===== src/rtl/pipe_pkg.sv =====
// Shared types for the pipeline control block: FSM state encoding and boot counter sizing.
package pipe_pkg;

    localparam int unsigned ST_W = 2;

    typedef enum logic [ST_W-1:0] {
        BOOT = 2'd0,
        RUN  = 2'd1,
        HALT = 2'd2
    } st_e;

    // Width of a counter that must hold values 0 .. cyc-1 (at least one bit).
    function automatic int unsigned boot_cnt_w(input int unsigned cyc);
        return (cyc <= 2) ? 1 : $clog2(cyc);
    endfunction

endpackage


===== src/rtl/pipe_perf_cnt.sv =====
// Free-running wrap-around event counter with increment enable and freeze.
module pipe_perf_cnt
    import pipe_pkg::*;
#(
    parameter int unsigned CNT_W = 32
) (
    input  logic             clk,
    input  logic             rst_n,
    input  logic             inc,
    input  logic             freeze,
    output logic [CNT_W-1:0] count
);

    // Count one event per cycle unless frozen; wraps naturally at 2^CNT_W.
    always_ff @(posedge clk) begin
        if (!rst_n) begin
            count <= '0;
        end else if (inc && !freeze) begin
            count <= count + CNT_W'(1);
        end
    end

endmodule


===== src/rtl/pipe_ctrl.sv =====
// Stall/flush/valid sequencer for the 5-stage pipeline plus boot/run/halt FSM.
// Optional feature macro: PIPE_PERF_EN adds four performance counters.
module pipe_ctrl
    import pipe_pkg::*;
#(
    parameter int unsigned BOOT_CYC = 2
`ifdef PIPE_PERF_EN
    ,
    parameter int unsigned CNT_W    = 32
`endif
) (
    input  logic             clk,
    input  logic             rst_n,
    input  logic             load_use,
    input  logic             ifu_rvalid,
    input  logic             ex_busy,
    input  logic             lsu_busy,
    input  logic             ex_redirect,
    input  logic             wb_ebreak,
    output logic             fetch_en,
    output logic             pc_hold,
    output logic             hold_id,
    output logic             hold_ex,
    output logic             hold_mem,
    output logic             hold_wb,
    output logic             flush_id,
    output logic             flush_ex,
    output logic             v_id,
    output logic             v_ex,
    output logic             v_mem,
    output logic             v_wb,
    output logic             halted
`ifdef PIPE_PERF_EN
    ,
    output logic [CNT_W-1:0] perf_cycle,
    output logic [CNT_W-1:0] perf_retire,
    output logic [CNT_W-1:0] perf_stall,
    output logic [CNT_W-1:0] perf_flush
`endif
);

    localparam int unsigned             BOOT_CNT_W = boot_cnt_w(BOOT_CYC);
    localparam logic [BOOT_CNT_W-1:0]   BOOT_LAST  = BOOT_CNT_W'(BOOT_CYC - 1);

    st_e                   state;
    logic [BOOT_CNT_W-1:0] boot_cnt;
    logic                  run;
    logic                  s_mem;
    logic                  s_ex;
    logic                  redir;
    logic                  lu;
    logic                  ebreak_ret;

    // Stall chain, evaluated back to front; only active while running.
    always_comb begin
        run        = (state == RUN);
        s_mem      = run & v_mem & lsu_busy;
        s_ex       = (run & v_ex & ex_busy) | s_mem;
        redir      = run & ex_redirect & v_ex & ~s_ex;
        lu         = run & load_use & v_id & v_ex & ~redir;
        ebreak_ret = run & v_wb & wb_ebreak;
    end

    // Per-stage hold and bubble controls; BOOT and HALT freeze everything.
    always_comb begin
        hold_wb  = 1'b1;
        hold_mem = 1'b1;
        hold_ex  = 1'b1;
        hold_id  = 1'b1;
        pc_hold  = 1'b1;
        flush_id = 1'b0;
        flush_ex = 1'b0;
        if (run) begin
            hold_wb  = 1'b0;
            hold_mem = s_mem;
            hold_ex  = s_ex;
            hold_id  = s_ex | lu;
            pc_hold  = hold_id | ~fetch_en | ~ifu_rvalid;
            flush_id = redir;
            flush_ex = redir | (lu & ~s_ex);
        end
    end

    // Boot/run/halt FSM with registered fetch enable and halt flag.
    always_ff @(posedge clk) begin
        if (!rst_n) begin
            state    <= BOOT;
            boot_cnt <= '0;
            fetch_en <= 1'b0;
            halted   <= 1'b0;
        end else begin
            case (state)
                BOOT: begin
                    if (boot_cnt == BOOT_LAST) begin
                        state    <= RUN;
                        fetch_en <= 1'b1;
                    end else begin
                        boot_cnt <= boot_cnt + BOOT_CNT_W'(1);
                    end
                end
                RUN: begin
                    if (ebreak_ret) begin
                        state    <= HALT;
                        fetch_en <= 1'b0;
                        halted   <= 1'b1;
                    end
                end
                HALT: begin
                    state <= HALT;
                end
                default: begin
                    state    <= BOOT;
                    boot_cnt <= '0;
                    fetch_en <= 1'b0;
                    halted   <= 1'b0;
                end
            endcase
        end
    end

    // Inter-stage valid bits; an ebreak leaving WB retires once and is not repeated.
    always_ff @(posedge clk) begin
        if (!rst_n) begin
            v_id  <= 1'b0;
            v_ex  <= 1'b0;
            v_mem <= 1'b0;
            v_wb  <= 1'b0;
        end else if (run) begin
            v_wb  <= (s_mem | ebreak_ret) ? 1'b0 : v_mem;
            v_mem <= s_mem ? v_mem : (s_ex ? 1'b0 : v_ex);
            v_ex  <= s_ex ? v_ex : (flush_ex ? 1'b0 : v_id);
            v_id  <= hold_id ? v_id : (flush_id ? 1'b0 : (fetch_en & ifu_rvalid));
        end
    end

`ifdef PIPE_PERF_EN
    logic halt_st;
    assign halt_st = (state == HALT);

    pipe_perf_cnt #(.CNT_W(CNT_W)) u_cnt_cycle (
        .clk    (clk),
        .rst_n  (rst_n),
        .inc    (run),
        .freeze (halt_st),
        .count  (perf_cycle)
    );

    pipe_perf_cnt #(.CNT_W(CNT_W)) u_cnt_retire (
        .clk    (clk),
        .rst_n  (rst_n),
        .inc    (run & v_wb),
        .freeze (halt_st),
        .count  (perf_retire)
    );

    pipe_perf_cnt #(.CNT_W(CNT_W)) u_cnt_stall (
        .clk    (clk),
        .rst_n  (rst_n),
        .inc    (run & hold_id),
        .freeze (halt_st),
        .count  (perf_stall)
    );

    pipe_perf_cnt #(.CNT_W(CNT_W)) u_cnt_flush (
        .clk    (clk),
        .rst_n  (rst_n),
        .inc    (redir),
        .freeze (halt_st),
        .count  (perf_flush)
    );
`endif

endmodule

===== config.mk =====
export PLATFORM = sky130hd
export DESIGN_NAME = pipe_ctrl
export DESIGN_NICKNAME = d
export VERILOG_FILES = /design/src/rtl/pipe_pkg.sv /design/src/rtl/pipe_perf_cnt.sv /design/src/rtl/pipe_ctrl.sv
export SDC_FILE = /design/constraint.sdc
export NUM_CORES = 1
export LEC_CHECK = 0
export CAP_MARGIN = 25
export CORE_UTILIZATION = 41
export DETAILED_ROUTE_END_ITERATION = 6
export PLACE_DENSITY = 0.82
export SLEW_MARGIN = 20
export SYNTH_ARGS = -nofsm -noshare
export SYNTH_HDL_FRONTEND = slang
export SYNTH_SLANG_ARGS = --single-unit

===== constraint.sdc =====
create_clock -name clk -period 1.6 [get_ports clk]
set_input_delay 0.24 -clock clk [delete_from_list [all_inputs] [get_ports clk]]
set_output_delay 0.24 -clock clk [all_outputs]
set_load 0.05 [all_outputs]

==> flow_summary.json, run 1 <==
{
  "drive_above_1_share_pct": 53.4,
  "place_inst": 109,
  "first_pass_iters": 4,
  "path_clk_slew_ns": 0.06,
  "yosys_warnings": 0,
  "drt_iter0_drc": 2,
  "syn_nets": 76,
  "violations": "negative setup slack",
  "io_pins": 21,
  "dp_hpwl_um": 1220,
  "avgSynthCellArea_um2": 8.49,
  "core_um2": 1170,
  "fin_skew_ns": 0.000347,
  "initial_core_util_pct": 47.1,
  "power.internal_mw": 1.01,
  "worstMarginPinSlew_ns": 0.354,
  "timing.fmax_mhz": 556,
  "final_cell_mix": "buf_4 (18), nand2_1 (7), clkdlybuf4s50_1 (6)",
  "final_common_cell": "buf_4",
  "setup_slack_ns": -0.197,
  "reg2reg_depth": 6,
  "clkPwrFrac_pct": 9.4,
  "seq_area_frac_synth_pct": 32.7,
  "die_height_um": 38.7,
  "powerDensity_nw_per_um2": 1820,
  "netlist_instances": 65,
  "p_seq_share_pct": 19.7,
  "grt.total_usage_pct": 23.4,
  "crit_type": "register to primary output",
  "clock_path_buffers": 2,
  "drt-total-wl_um": 1590,
  "relSlewSlack_pct": 76.1,
  "root_buffer": "clkbuf_4",
  "die_x_um": 38.7,
  "drcViolationCount": 0,
  "post_drt_wl_per_cell_um": 13.6,
  "drv_cap": 0,
  "cts_tree": "done",
  "h-tree-depth": 1,
  "grt_pass1_wl_um": 2420,
  "required_ns": 1.36,
  "place.gp.congestion": 0.756,
  "hold_buffers": 0,
  "fillers": 56,
  "fin_hold_ws_ns": 0.462,
  "rr_startpoint": "state[1]",
  "vias_per_cell": 5.34,
  "cp-endpoint": "hold_id",
  "grt_antenna_before_repair": 0,
  "grt_pass1_vias": 585,
  "numPortBuffers": 20,
  "hold_viol_final": 0,
  "finalInstanceArea_um2": 1030,
  "startpoint_type": "register",
  "cp.arrival_ns": 1.56,
  "fin_cells": 117,
  "placed_cell_area_um2": 908,
  "setup_violations": 5,
  "vias": 625,
  "crit_start": "state[1]",
  "power.leakage_nw": 0.440,
  "area_growth_pct": 86.2,
  "synth_cell_types": 25,
  "synth-seq-cells": 9,
  "hp-start": "halted",
  "finalMaxSlewViolations": 0,
  "swShare_pct": 46.0,
  "numCtsBuffers": 3,
  "worstSkewPairLatency_ns": 0.26,
  "r2r-end": "halted",
  "final_nets": 115,
  "end_kind": "primary output",
  "row_count": 12,
  "cts.sinks": 9,
  "diodes": 0,
  "overflow": 0,
  "hold_class": "register to register",
  "min_period_over_period_pct": 112,
  "rsz0062_at_grt": "yes",
  "cp_max_fo": 4,
  "dieArea_um2": 1500,
  "syn-cell-area_um2": 552,
  "min_period_ns": 1.80,
  "ir_worst_vdd_mv": 1.02,
  "netSwitchingPower_mw": 0.862,
  "grt_max_degree": 8,
  "status": "complete, but fails checks",
  "combPwrFrac_pct": 70.8,
  "r2r_slack_ns": 0.16,
  "fin_setup_tns_ns": -0.656,
  "final_antenna_net_count": 0
}
-- power groups by stage --
stage / registers, mW / clock network, mW / logic, mW
floorplan: 0.437 / 0 / 0.650
global placement: 0.357 / 0 / 1.16
detailed placement: 0.361 / 0 / 1.19
CTS: 0.367 / 0.182 / 1.26
global route: 0.381 / 0.189 / 1.41
finish: 0.369 / 0.177 / 1.33
-- per-stage QoR --
stage,util (%),total power [mW],setup slack [ns]
after floorplan,-,1.09,-0.0693
after global routing,87.7,1.98,-0.265
after detailed placement,77.6,1.55,-0.267
final,87.7,1.87,-0.197
after CTS,84.5,1.81,-0.203
after global placement,77.6,1.52,-0.176
-- state kept, by name (all words and copies together), names as in the netlist --
name	cells
state	2
boot_cnt	1
v_mem	1
halted	1
fetch_en	1
v_wb	1
v_ex	1
v_id	1
-- synth_stat cells, drive strengths merged --
cell | count | area share (%)
nand4b | 1 | 1.6
nor2 | 3 | 2.0
nand2b | 3 | 3.4
or2 | 1 | 1.1
nand4 | 2 | 2.3
o21ai | 4 | 3.6
nand2 | 8 | 5.4
o32ai | 1 | 2.9
dfxtp | 9 | 33
a21o | 2 | 2.7
a21oi | 5 | 4.5
nor3 | 3 | 3.6
a21boi | 2 | 3.4
inv | 8 | 5.4
and4 | 1 | 2.0
a31oi | 1 | 1.1
and2 | 2 | 2.3
mux2i | 2 | 3.6
a2111oi | 1 | 5.0
nand3 | 1 | 0.91
a21bo | 1 | 1.8
o311ai | 1 | 1.6
ha | 3 | 6.8
-- critical path, stage by stage, from the launching register on --
cell and delay, ns:
dfxtp_2 0.34, inv_2 0.05, ha_4 0.16, and4_4 0.16, a2111oi_4 0.35, inv_2 0.07
buf_8 0.15
-- cell families after synthesis --
group / share of synthesized area [%]
multiplexers: 3.63
AND/OR/NAND/NOR: 24.7
flip-flops: 32.7
AO/OA/AOI/OAI: 26.8
adder cells (fa/ha/maj): 6.80
buffers and inverters: 5.44
-- final cells by class --
class                           count  area, um2  area share, %
Multi-Input combinational cell     48        410           40.0
Clock buffer                        4       26.3           2.56
Timing Repair Buffer               34        353           34.3
Sequential cell                     9        186           18.1
Inverter                            8       33.8           3.29
Tap cell                           14       17.5           1.71
-- metal layers --
metal | GRT usage [%] | part of all wire [%] | vias to the layer above
met5 | 0 | 0 | -
met4 | 12.9 | 2.1 | 0
met3 | 1.73 | 3.9 | 4
met2 | 44.6 | 55 | 22
met1 | 24.6 | 39 | 295
li1 | - | - | 304
-- worst min path at each step --
stage                         to  slack, ns  cells past startpoint
after CTS                  v_mem       0.46                      3
after global placement    halted       0.45                      2
after global routing       v_mem       0.48                      3
final                     halted       0.46                      2
after detailed placement  halted       0.46                      2
after floorplan             v_ex       0.37                      2
-- timing repair --
action,CTS,global route
endpoints found under the hold margin,0,0
endpoints found under the setup margin,7,7
buffers inserted,2,2
pin swaps,1,2
gates resized for setup,16,4
No activity file was read; power rests on OpenSTA's default activity.
==> inputs of run 2 (changes only) <==
--- a/config.mk
+++ b/config.mk
@@ -8,7 +8,7 @@
 export CAP_MARGIN = 25
 export CORE_UTILIZATION = 41
 export DETAILED_ROUTE_END_ITERATION = 6
-export PLACE_DENSITY = 0.82
+export PLACE_DENSITY_LB_ADDON = 0.05
 export SLEW_MARGIN = 20
 export SYNTH_ARGS = -nofsm -noshare
 export SYNTH_HDL_FRONTEND = slang
==> run 2 against run 1 <==
The flow still finishes with violations (negative setup slack). Clock-buffer cell count unchanged. Fmax down 2.7%. Sequential share of layout area down 0.80 points. Worst setup slack worse by 0.049 ns. Clock power up 3%. Critical path type unchanged. Critical endpoint is now flush_ex. Largest power group unchanged. Highest routed layer unchanged.
==> flow_summary.json, run 2 (same netlist as run 1, synthesis figures left out) <==
{
  "root_buffer": "clkbuf_4",
  "min_period_ns": 1.85,
  "end_kind": "primary output",
  "grt_antenna_before_repair": 0,
  "placed_cell_area_um2": 923,
  "regMostFlops": "state",
  "overflow": 0,
  "cp.arrival_ns": 1.61,
  "grt_max_degree": 8,
  "setup_violations": 7,
  "finalMaxSlewViolations": 0,
  "final_nets": 119,
  "clock_path_buffers": 2,
  "io_pins": 21,
  "setup_slack_ns": -0.246,
  "initial_core_util_pct": 47.1,
  "timing.fmax_mhz": 542,
  "worstSkewPairLatency_ns": 0.28,
  "postLayoutCoreUtil_pct": 91.8,
  "first_pass_iters": 5,
  "powerDensity_nw_per_um2": 1900,
  "total_power_mw": 2.04,
  "vias": 717,
  "final_antenna_net_count": 0,
  "whs_path_depth": 3,
  "r2r-end": "v_id",
  "worstMarginPinSlew_ns": 0.369,
  "area_growth_pct": 94.8,
  "crit_family": "compound AO/OA/AOI/OAI gates",
  "cpMostUsedCell": "inv_2",
  "core_um2": 1170,
  "grt.total_usage_pct": 28.4,
  "numCtsBuffers": 3,
  "post_drt_wl_per_cell_um": 17.4,
  "cp_slowest_cell": "dfxtp_2",
  "drt_iter0_drc": 32,
  "fin_skew_ns": 0.00972,
  "required_ns": 1.36,
  "row_count": 12,
  "cp_max_fo": 4,
  "dieArea_um2": 1500,
  "path_depth": 7,
  "ir_worst_vdd_mv": 1.40,
  "reg2reg_depth": 7,
  "dp_hpwl_um": 1260,
  "die_x_um": 38.7,
  "grt_pass1_vias": 608,
  "finalInstanceArea_um2": 1070,
  "diodes": 0,
  "hold_viol_final": 0,
  "numPortBuffers": 20,
  "r2r_slack_ns": 0.03,
  "cts.sinks": 9,
  "startpoint_type": "register",
  "power.leakage_nw": 0.468,
  "crit_chain": "inv_2 -> ha_4 -> a21boi_4 -> inv_2 -> nor2_4 -> a21o_4 -> buf_12",
  "relSlewSlack_pct": 75.2,
  "place.gp.congestion": 0.843,
  "violations": "negative setup slack",
  "final_common_cell": "buf_4",
  "largest_reg_flops": 2,
  "grt_pass1_wl_um": 2720,
  "path_clk_slew_ns": 0.06,
  "hp-start": "lsu_busy",
  "hold_buffers": 0,
  "max_stage_delay_ns": 0.33,
  "cts_tree": "done",
  "min_period_over_period_pct": 115,
  "hold_class": "input port to register",
  "rr_startpoint": "state[1]",
  "vias_per_cell": 5.93,
  "status": "complete, but fails checks",
  "drcViolationCount": 0,
  "drt-total-wl_um": 2110,
  "drive_above_1_share_pct": 56.1,
  "die_height_um": 38.7,
  "final_cell_mix": "buf_4 (19), nand2_1 (7), buf_6 (7), clkdlybuf4s50_1 (6)",
  "h-tree-depth": 1,
  "crit_type": "register to primary output",
  "drv_cap": 0,
  "holdPathEnd": "v_wb",
  "path_buf_inv": 3,
  "rsz0062_at_grt": "yes"
}
## run 2: cell types whose count changed in the layout (fill, tap and decap cells not counted)
cell	delta
and2_1	+1
buf_4	+1
nor3_2	+1
nor3_1	-1
dlymetal6s2s_1	+1
o21ai_0	-1
buf_8	-1
dlygate4sd2_1	-1
o21ai_2	+1
buf_6	+4
and2_4	-1
## run 2: worst reg2reg max path, cell delays in order, from the launching register on
cell,delay [ns]
dfxtp_2,0.33
inv_2,0.08
ha_4,0.18
a21boi_4,0.22
nand4_1,0.15
buf_4,0.16
buf_4,0.13
o32ai_2,0.22
## run 2: report_power, final
part	total [mW]	switching, mW	internal (mW)
Sequential	0.382	0.0856	0.296
Combinational	1.47	0.795	0.679
Clock	0.183	0.0865	0.0965
Total	2.04	0.967	1.07
## run 2: repair_timing
action / CTS / global route
gates cloned: 0 / 0
pin swaps: 5 / 2
endpoints found under the hold margin: 0 / 0
gates resized for setup: 18 / 5
setup buffers: 2 / 5
endpoints found under the setup margin: 7 / 7
## run 2: how the worst max path moves through the flow
stage,start,to,slack [ns]
after floorplan,v_mem,flush_ex,-0.07
after global placement,lsu_busy,flush_ex,-0.17
after detailed placement,ex_busy,hold_id,-0.20
after CTS,state[1],flush_id,-0.18
after global routing,state[1],flush_ex,-0.28
final,state[1],flush_ex,-0.25
## run 2: layer usage
metal	part of all wire (%)	routed length [um]	global-route usage (%)	vias to the layer above
met5	0	0	0	-
met4	2.7	57	10.3	0
met2	53	1120	50.4	48
li1	-	-	-	315
met1	35	744	30.1	343
met3	8.6	180	10.4	11
## run 2: cell type report
type	instances	area, um2
clock buffers	4	26.3
multi-input cells	48	417
fillers	47	96.3
repair buffers	38	394
inverters	8	33.8
flip-flops and latches	9	186
well taps	14	17.5
## run 2: through the flow
| step | std cells | worst slack [ns] | TNS, ns | hold WS [ns] |
|---|---|---|---|---|
| floorplan | 65 | -0.0693 | -0.0693 | 0.371 |
| CTS | 117 | -0.180 | -0.742 | 0.467 |
| detailed placement | 111 | -0.201 | -0.817 | 0.451 |
| global placement | 111 | -0.172 | -0.719 | 0.453 |
| finish | 121 | -0.246 | -1.11 | 0.417 |
| global route | 121 | -0.282 | -1.34 | 0.452 |
